## src/rtl/vx_launch_pkg.sv

```systemverilog
// Shared launch-controller types: FSM states and the DCR launch-write table.
package vx_launch_pkg;

   typedef enum logic [2:0] {
      IDLE,
      DCR_WR,
      DCR_GAP,
      RELEASE,
      WAIT_HI,
      WAIT_LO,
      FINISH
   } launch_state_e;

   // Number of DCR writes issued per launch.
   localparam int unsigned DCR_WR_COUNT = 5;

   localparam logic [11:0] DCR_STARTUP_ADDR0 = 12'h001;
   localparam logic [11:0] DCR_STARTUP_ADDR1 = 12'h002;
   localparam logic [11:0] DCR_STARTUP_ARG0  = 12'h003;
   localparam logic [11:0] DCR_STARTUP_ARG1  = 12'h004;
   localparam logic [11:0] DCR_MPM_CLASS     = 12'h005;

   // DCR address of write number idx in the launch sequence.
   function automatic logic [11:0] dcr_addr(input logic [2:0] idx);
      logic [11:0] a;
      case (idx)
         3'd0:    a = DCR_STARTUP_ADDR0;
         3'd1:    a = DCR_STARTUP_ADDR1;
         3'd2:    a = DCR_STARTUP_ARG0;
         3'd3:    a = DCR_STARTUP_ARG1;
         default: a = DCR_MPM_CLASS;
      endcase
      return a;
   endfunction

   // DCR data of write number idx; the final write carries zero.
   function automatic logic [31:0] dcr_data(input logic [2:0]  idx,
                                            input logic [63:0] startup,
                                            input logic [63:0] arg);
      logic [31:0] d;
      case (idx)
         3'd0:    d = startup[31:0];
         3'd1:    d = startup[63:32];
         3'd2:    d = arg[31:0];
         3'd3:    d = arg[63:32];
         default: d = 32'h0;
      endcase
      return d;
   endfunction

endpackage

```

## src/rtl/vx_launch_timer.sv

```systemverilog
// Saturating down-counter used for the start-wait and run-timeout windows.
module vx_launch_timer #(
   parameter int unsigned W = 24
) (
   input  logic         clk,
   input  logic         reset,
   input  logic         load,
   input  logic [W-1:0] load_val,
   input  logic         en,
   output logic [W-1:0] count,
   output logic         zero
);

   // Load has priority; decrement stops at zero instead of wrapping.
   always_ff @(posedge clk or posedge reset) begin
      if (reset) begin
         count <= '0;
      end else if (load) begin
         count <= load_val;
      end else if (en && (count != '0)) begin
         count <= count - W'(1);
      end
   end

   assign zero = (count == '0);

endmodule

```

## src/rtl/vx_launch_ctrl.sv

```systemverilog
// Kernel launch controller: programs the Vortex startup DCRs, releases the GPU
// from reset and watches busy for completion or timeout.
module vx_launch_ctrl
   import vx_launch_pkg::*;
#(
   parameter int unsigned DCR_ADDR_W = 12,
   parameter int unsigned DCR_DATA_W = 32,
   parameter int unsigned TMR_W      = 24,
   parameter int unsigned START_WAIT = 64
) (
   input  logic                  clk,
   input  logic                  reset,
   input  logic                  cmd_valid,
   output logic                  cmd_ready,
   input  logic [63:0]           cmd_startup_addr,
   input  logic [63:0]           cmd_kernel_arg,
   input  logic [TMR_W-1:0]      cmd_timeout,
   output logic                  dcr_wr_valid,
   output logic [DCR_ADDR_W-1:0] dcr_wr_addr,
   output logic [DCR_DATA_W-1:0] dcr_wr_data,
   output logic                  gpu_reset,
   input  logic                  gpu_busy,
   output logic                  done,
   output logic                  timeout,
   output logic                  active
);

   launch_state_e    state_q;
   logic [63:0]      startup_q;
   logic [63:0]      arg_q;
   logic [TMR_W-1:0] timeout_q;
   logic [2:0]       wr_idx_q;
   logic [2:0]       wr_idx_nxt;

   logic             tmr_load;
   logic [TMR_W-1:0] tmr_load_val;
   logic             tmr_en;
   logic [TMR_W-1:0] unused_tmr_count;
   logic             tmr_zero;

   assign wr_idx_nxt = wr_idx_q + 3'd1;
   assign active     = (state_q != IDLE);

   // Start-wait window is armed in RELEASE; the run window on the busy rise.
   always_comb begin
      tmr_load     = (state_q == RELEASE) || ((state_q == WAIT_HI) && gpu_busy);
      tmr_load_val = (state_q == RELEASE) ? TMR_W'(START_WAIT) : timeout_q;
      tmr_en       = (state_q == WAIT_HI) || (state_q == WAIT_LO);
   end

   vx_launch_timer #(
      .W (TMR_W)
   ) u_timer (
      .clk      (clk),
      .reset    (reset),
      .load     (tmr_load),
      .load_val (tmr_load_val),
      .en       (tmr_en),
      .count    (unused_tmr_count),
      .zero     (tmr_zero)
   );

   // Launch sequencer with all handshake and GPU-facing outputs registered.
   always_ff @(posedge clk or posedge reset) begin
      if (reset) begin
         state_q      <= IDLE;
         startup_q    <= '0;
         arg_q        <= '0;
         timeout_q    <= '0;
         wr_idx_q     <= '0;
         cmd_ready    <= 1'b0;
         dcr_wr_valid <= 1'b0;
         dcr_wr_addr  <= '0;
         dcr_wr_data  <= '0;
         gpu_reset    <= 1'b1;
         done         <= 1'b0;
         timeout      <= 1'b0;
      end else begin
         done    <= 1'b0;
         timeout <= 1'b0;
         unique case (state_q)
            IDLE: begin
               if (cmd_valid && cmd_ready) begin
                  startup_q    <= cmd_startup_addr;
                  arg_q        <= cmd_kernel_arg;
                  timeout_q    <= cmd_timeout;
                  wr_idx_q     <= 3'd0;
                  cmd_ready    <= 1'b0;
                  gpu_reset    <= 1'b1;
                  // First write takes its data straight from the command.
                  dcr_wr_valid <= 1'b1;
                  dcr_wr_addr  <= DCR_ADDR_W'(dcr_addr(3'd0));
                  dcr_wr_data  <= DCR_DATA_W'(dcr_data(3'd0, cmd_startup_addr, cmd_kernel_arg));
                  state_q      <= DCR_WR;
               end else begin
                  cmd_ready <= 1'b1;
               end
            end
            DCR_WR: begin
               dcr_wr_valid <= 1'b0;
               state_q      <= DCR_GAP;
            end
            DCR_GAP: begin
               if (wr_idx_q == 3'(DCR_WR_COUNT - 1)) begin
                  gpu_reset <= 1'b0;
                  state_q   <= RELEASE;
               end else begin
                  wr_idx_q     <= wr_idx_nxt;
                  dcr_wr_valid <= 1'b1;
                  dcr_wr_addr  <= DCR_ADDR_W'(dcr_addr(wr_idx_nxt));
                  dcr_wr_data  <= DCR_DATA_W'(dcr_data(wr_idx_nxt, startup_q, arg_q));
                  state_q      <= DCR_WR;
               end
            end
            RELEASE: begin
               state_q <= WAIT_HI;
            end
            WAIT_HI: begin
               if (gpu_busy) begin
                  state_q <= WAIT_LO;
               end else if (tmr_zero) begin
                  timeout   <= 1'b1;
                  gpu_reset <= 1'b1;
                  state_q   <= FINISH;
               end
            end
            WAIT_LO: begin
               // Busy falling wins over a same-cycle expiry.
               if (!gpu_busy) begin
                  done    <= 1'b1;
                  state_q <= FINISH;
               end else if ((timeout_q != '0) && tmr_zero) begin
                  timeout   <= 1'b1;
                  gpu_reset <= 1'b1;
                  state_q   <= FINISH;
               end
            end
            FINISH: begin
               cmd_ready <= 1'b1;
               state_q   <= IDLE;
            end
            default: begin
               state_q <= IDLE;
            end
         endcase
      end
   end

endmodule

```

## config.mk

```make
export PLATFORM = sky130hd
export DESIGN_NAME = vx_launch_ctrl
export DESIGN_NICKNAME = d
export VERILOG_FILES = /design/src/rtl/vx_launch_pkg.sv /design/src/rtl/vx_launch_timer.sv /design/src/rtl/vx_launch_ctrl.sv
export SDC_FILE = /design/constraint.sdc
export NUM_CORES = 1
export LEC_CHECK = 0
export CORE_MARGIN = 3
export CORE_UTILIZATION = 30
export CTS_CLUSTER_SIZE = 24
export DETAILED_ROUTE_END_ITERATION = 16
export PLACE_DENSITY_LB_ADDON = 0.2
export REMOVE_ABC_BUFFERS = 1
export SETUP_SLACK_MARGIN = 0.3
export SYNTH_ARGS = -nofsm -noshare
export SYNTH_HDL_FRONTEND = slang
export SYNTH_SLANG_ARGS = --single-unit
```

## constraint.sdc

```tcl
create_clock -name clk -period 10.4 [get_ports clk]
set_input_delay 2.08 -clock clk [delete_from_list [all_inputs] [get_ports clk]]
set_output_delay 2.08 -clock clk [all_outputs]
set_load 0.01 [all_outputs]
```

==> flow_metrics.py, run 1 <==
metrics = {
    "clock_network": {
        "clockBufferDepth": 3,
        "cts_buffers": 28,
        "hold_buffers": 0,
        "insertion_delay_ns": 0.55,
        "cts-root-buf": "clkbuf_16",
        "cts_resized": 0,
        "cts_tree": "done",
        "cts.sinks": 222,
        "postCtsSetupRepairBufs": 0,
        "path_clk_slew_ns": 0.06,
        "h-tree-depth": 1,
    },
    "grt": {
        "gr-total-overflow": 0,
        "grt_pass1_wl_um": 44440,
        "grt_start_max_net_pins": 95,
        "grt_pass1_vias": 7577,
        "antenna_found_initial": 0,
        "grt_usage_pct": 15.39,
    },
    "sta": {
        "maxSlewHeadroom_pct": 27.67,
        "max_freq_mhz": 236.7,
        "rsz0062_at_grt": "no",
        "period_share_pct": 40.63,
        "period_needed_ns": 4.226,
        "setup_viol": 0,
        "layout_setup_ws_ns": 6.174,
        "worst_pin_slew_ns": 1.081,
        "worst_clock_skew_ns": 0.02683,
        "final_max_slew_viol_count": 0,
        "finalHoldViolations": 0,
        "setup_tns_ns": 0,
    },
    "die": {
        "fp.dieArea_um2": 36150,
        "start_util_pct": 30.87,
        "fp.dieH_um": 190.1,
        "core_area_um2": 32950,
        "core.rowCount": 66,
        "num_io_pins": 206,
        "die_w_um": 190.1,
    },
    "synth": {
        "seq_area_frac_synth_pct": 54.62,
        "synthArstFlopShare_pct": 100.0,
        "synth-edff-count": 0,
        "ys.flop_type": "dfrtp_1",
        "synth.avg_cell_area_um2": 11.88,
        "ys_warn_count": 0,
        "synth_area_um2": 10170,
        "synth_top_area_share_pct": 54.37,
        "synthCells": 856,
        "yosys.area.top_type": "dfrtp_1",
        "ys_ff_latch": 222,
        "synth_area_leaders": "dfrtp_1, mux2_2, a22o_1",
        "synth_cell_types": 55,
    },
    "layout": {
        "final_area_um2": 13380,
        "syn2layout_area_growth_pct": 31.51,
        "fin_cells": 1489,
        "drive_above_1_share_pct": 21.01,
        "final_nets": 1190,
        "fillers": 3144,
        "layout_commonest_cell": "dfrtp_1",
        "diodes": 0,
        "final_cell_mix": "dfrtp_1, clkdlybuf4s50_1, mux2_2, nor2_1, nand3_1",
    },
    "place": {
        "dp.cells": 1439,
        "place.gp.congestion": 0.7598,
        "dp_hpwl_um": 17830,
        "numPortBuffers": 196,
        "place_area_um2": 12510,
        "place_ws_ns": 5.688,
    },
    "detailed_routing": {
        "ant_nets": 0,
        "finalWirelength_um": 28540,
        "wire_per_inst_um": 19.16,
        "drc": 0,
        "vias_per_cell": 4.994,
        "vias": 7436,
        "dr.pass1.iters": 5,
        "drtIter0Drc": 373,
    },
    "worst_hold_path": {
        "hold_path.class": "flip-flop to flip-flop",
        "hp-start": "dcr_wr_addr[2]",
    },
    "critical_path": {
        "reg2reg_from": "state_q[1]",
        "crit_fanout": 17,
        "crit_arrival_ns": 2.15,
        "cp-startpoint": "state_q[1]",
        "cp.required_ns": 8.32,
        "cp-start-kind": "flip-flop",
        "worst_setup_path_end_kind": "output pin",
        "crit_type": "flip-flop to output pin",
    },
    "pwr": {
        "p_per_area_nw_per_um2": 302.8,
        "finalPower_mw": 4.051,
        "leakagePower_nw": 5.276,
        "ir_drop_v": 0.0001366,
    },
    "outcome": {
        "status": "finished, final reports clean",
    },
    "flow_run": {
        "max-cap-violations": 0,
    },
}
kinds of logic after synthesis:
family	after synthesis	share of synthesized area, %
mux	154	17.04
fa+ha+maj	7	0.8610
simple gates	211	10.31
flops	222	54.62
compound gates	163	12.12
buf+inv	80	3.469
xor+xnor	18	1.550
other cells	1	0.03686
state kept, by name, summed over array words and instances (netlist names):
| name | count |
|---|---|
| dcr_wr_data | 32 |
| startup_q | 64 |
| timeout | 1 |
| timeout_q | 24 |
| dcr_wr_valid | 1 |
| wr_idx_q | 3 |
| gpu_reset | 1 |
| done | 1 |
| dcr_wr_addr | 3 |
| u_timer.count | 24 |
| state_q | 3 |
| cmd_ready | 1 |
| arg_q | 64 |
report_power, final:
| group | total, mW | switching (mW) | internal, mW | leakage, nW |
|---|---|---|---|---|
| clock | 0.915 | 0.374 | 0.541 | 0.432 |
| sequential | 1.58 | 0.284 | 1.30 | 2.68 |
| combinational | 1.56 | 0.755 | 0.800 | 2.17 |
| total | 4.05 | 1.41 | 2.64 | 5.28 |
per-stage QoR:
step / utilization [%] / hold WS, ns
3_3_place_gp: 37.96 / 0.4663
2_1_floorplan: - / 0.4670
5_1_grt: 40.60 / 0.5063
6_report: 40.60 / 0.4866
4_1_cts: 40.60 / 0.4894
3_5_place_dp: 37.96 / 0.4749
path summary, 6_finish.rpt:
kind | end | slack [ns] | cells past startpoint
worst max-delay path | active | 6.17 | 2
worst min-delay path | dcr_wr_addr[2] | 0.49 | 2
worst max register to register | startup_q[45] | 7.38 | 4
worst min register to register | dcr_wr_addr[2] | 0.49 | 2
max in group asynchronous | arg_q[59] | 6.90 | 3
min in group asynchronous | startup_q[39] | 2.07 | 2
critical path: stages, from the launching register on:
cell             delay (ns)
dfrtp_1                0.54
or3_1                  0.54
clkdlybuf4s50_1        0.53
cells in the mapped netlist (10+ instances only):
cell type / count
a21oi_1: 12
a22o_1: 34
a22oi_1: 32
a32oi_1: 32
buf_2: 12
buf_4: 10
clkbuf_1: 45
dfrtp_1: 221
inv_1: 10
mux2_2: 153
nand2_1: 34
nand3_1: 40
nor2_1: 77
nor4_1: 14
o21ai_0: 23
xnor2_1: 18
layout make-up:
class	instances	area [µm²]	share of cell area (%)
Clock inverter	12	102.6	0.7669
Tap cell	442	553.0	4.134
Multi-Input combinational cell	562	4338	32.43
Clock buffer	38	768.2	5.743
Sequential cell	222	5557	41.54
Timing Repair Buffer	203	2014	15.06
Inverter	10	45.04	0.3367
metal layers:
layer | part of all wire (%) | GRT usage [%] | routed length (µm) | up-vias
li1 | - | - | - | 3504
met1 | 47 | 21.72 | 13310 | 3703
met2 | 46 | 24.84 | 13170 | 193
met3 | 5.6 | 2.930 | 1603 | 36
met4 | 1.6 | 3.105 | 453 | 0
met5 | 0 | 0 | 0 | -
Note: power is estimated with default switching activity, not from simulation.
==> inputs of run 2 (changes only) <==
==> constraint.sdc (replaced) <==
create_clock -name clk -period 3.8 [get_ports clk]
set_input_delay 0.76 -clock clk [delete_from_list [all_inputs] [get_ports clk]]
set_output_delay 0.76 -clock clk [all_outputs]
set_load 0.01 [all_outputs]
==> flow_metrics.py, run 2 (synthesis results as in run 1) <==
metrics = {
    "detailed_routing": {
        "drtIter0Drc": 347,
        "drc": 0,
        "dr.pass1.iters": 4,
        "wire_per_inst_um": 18.97,
        "ant_nets": 0,
        "vias": 7524,
        "finalWirelength_um": 28390,
        "vias_per_cell": 5.029,
    },
    "layout": {
        "largestRegisters": "arg_q: 64 flops, startup_q: 64 flops, dcr_wr_data: 32 flops",
        "drive_above_1_share_pct": 21.82,
        "syn2layout_area_growth_pct": 33.10,
        "final_cell_mix": "dfrtp_1, clkdlybuf4s50_1, mux2_2, nor2_1, nand3_1",
        "diodes": 0,
        "layout_commonest_cell": "dfrtp_1",
        "final_nets": 1197,
        "fin_cells": 1496,
    },
    "sta": {
        "max_freq_mhz": 348.1,
        "period_share_pct": 75.61,
        "layout_setup_ws_ns": 0.9269,
        "final_max_slew_viol_count": 0,
        "setup_viol": 0,
        "worst_clock_skew_ns": 0.02801,
        "maxSlewHeadroom_pct": 31.87,
        "worst_pin_slew_ns": 1.022,
        "period_needed_ns": 2.873,
        "rsz0062_at_grt": "no",
        "finalHoldViolations": 0,
    },
    "critical_path": {
        "crit_type": "flip-flop to output pin",
        "reg2reg_depth": 6,
        "crit_arrival_ns": 2.11,
        "worst_setup_path_end_kind": "output pin",
        "regToRegSetupSlack_ns": 1.01,
        "cp.required_ns": 3.04,
        "crit_fanout": 17,
        "cp-start-kind": "flip-flop",
    },
    "clock_network": {
        "postCtsSetupRepairBufs": 0,
        "path_clk_slew_ns": 0.06,
        "hold_buffers": 0,
        "cts_resized": 0,
        "insertion_delay_ns": 0.55,
        "cts-root-buf": "clkbuf_16",
        "h-tree-depth": 1,
        "cts_tree": "done",
        "cts_buffers": 27,
        "cts.sinks": 222,
        "clockBufferDepth": 3,
    },
    "worst_hold_path": {
        "whs_path_depth": 2,
        "hold_path.class": "flip-flop to flip-flop",
    },
    "grt": {
        "grt_start_max_net_pins": 111,
        "grt_pass1_vias": 7612,
        "grt_usage_pct": 15.40,
        "grt_pass1_wl_um": 44660,
        "gr-total-overflow": 0,
        "antenna_found_initial": 0,
    },
    "die": {
        "fp.dieH_um": 190.1,
        "core.rowCount": 66,
        "core_area_um2": 32950,
        "num_io_pins": 206,
        "die_w_um": 190.1,
        "fp.dieArea_um2": 36150,
        "start_util_pct": 30.87,
    },
    "place": {
        "place_ws_ns": 0.9649,
        "dp.cells": 1447,
        "dp_hpwl_um": 18200,
        "numPortBuffers": 196,
        "place.gp.congestion": 0.7800,
    },
    "pwr": {
        "p_per_area_nw_per_um2": 828.8,
        "ir_drop_v": 0.0003875,
        "finalPower_mw": 11.22,
        "leakagePower_nw": 5.352,
    },
    "outcome": {
        "status": "finished, final reports clean",
    },
    "flow_run": {
        "max-cap-violations": 0,
    },
}
run 2: worst paths after layout:
kind | startpoint | to
setup / recovery | state_q[1] | active
hold / removal | dcr_wr_addr[1] | dcr_wr_addr[1]
setup reg to reg | wr_idx_q[0] | dcr_wr_data[13]
hold reg to reg | dcr_wr_addr[1] | dcr_wr_addr[1]
max in group asynchronous | reset | gpu_reset
min in group asynchronous | reset | timeout_q[2]
run 2: cell type report:
type                            count  area [µm²]
Inverter                           10       45.04
Clock inverter                     11       103.9
Clock buffer                       38       787.0
Timing Repair Buffer              211        2162
Multi-Input combinational cell    562        4332
Tap cell                          442       553.0
Sequential cell                   222        5557
Fill cell                        3132       19410
run 2: worst max-delay path, stage by stage, from the launching register on:
cell             delay [ns]
dfrtp_1                0.54
or3_1                  0.52
clkdlybuf4s50_1        0.52
run 2: metal layers:
metal  track usage (%)  wire (µm)
met1             21.65      13230
met5                 0          0
met2             25.10      13180
met4             2.653        506
met3             3.040       1470
run 2: power by group:
group          switching, mW  internal (mW)  total, mW  leakage [nW]
logic                   2.06           2.28       4.34          2.23
registers              0.789           3.55       4.34          2.68
clock network           1.03           1.51       2.54         0.440
run 2: stage by stage:
stage	util [%]	area (µm²)	hold slack (ns)	TNS, ns
floorplan	-	9887	0.4670	-1342.28
global placement	38.39	12650	0.4731	0
detailed placement	38.39	12650	0.4875	0
CTS	41.09	13540	0.5011	0
global route	41.09	13540	0.5156	0
finish	41.09	13540	0.4942	0
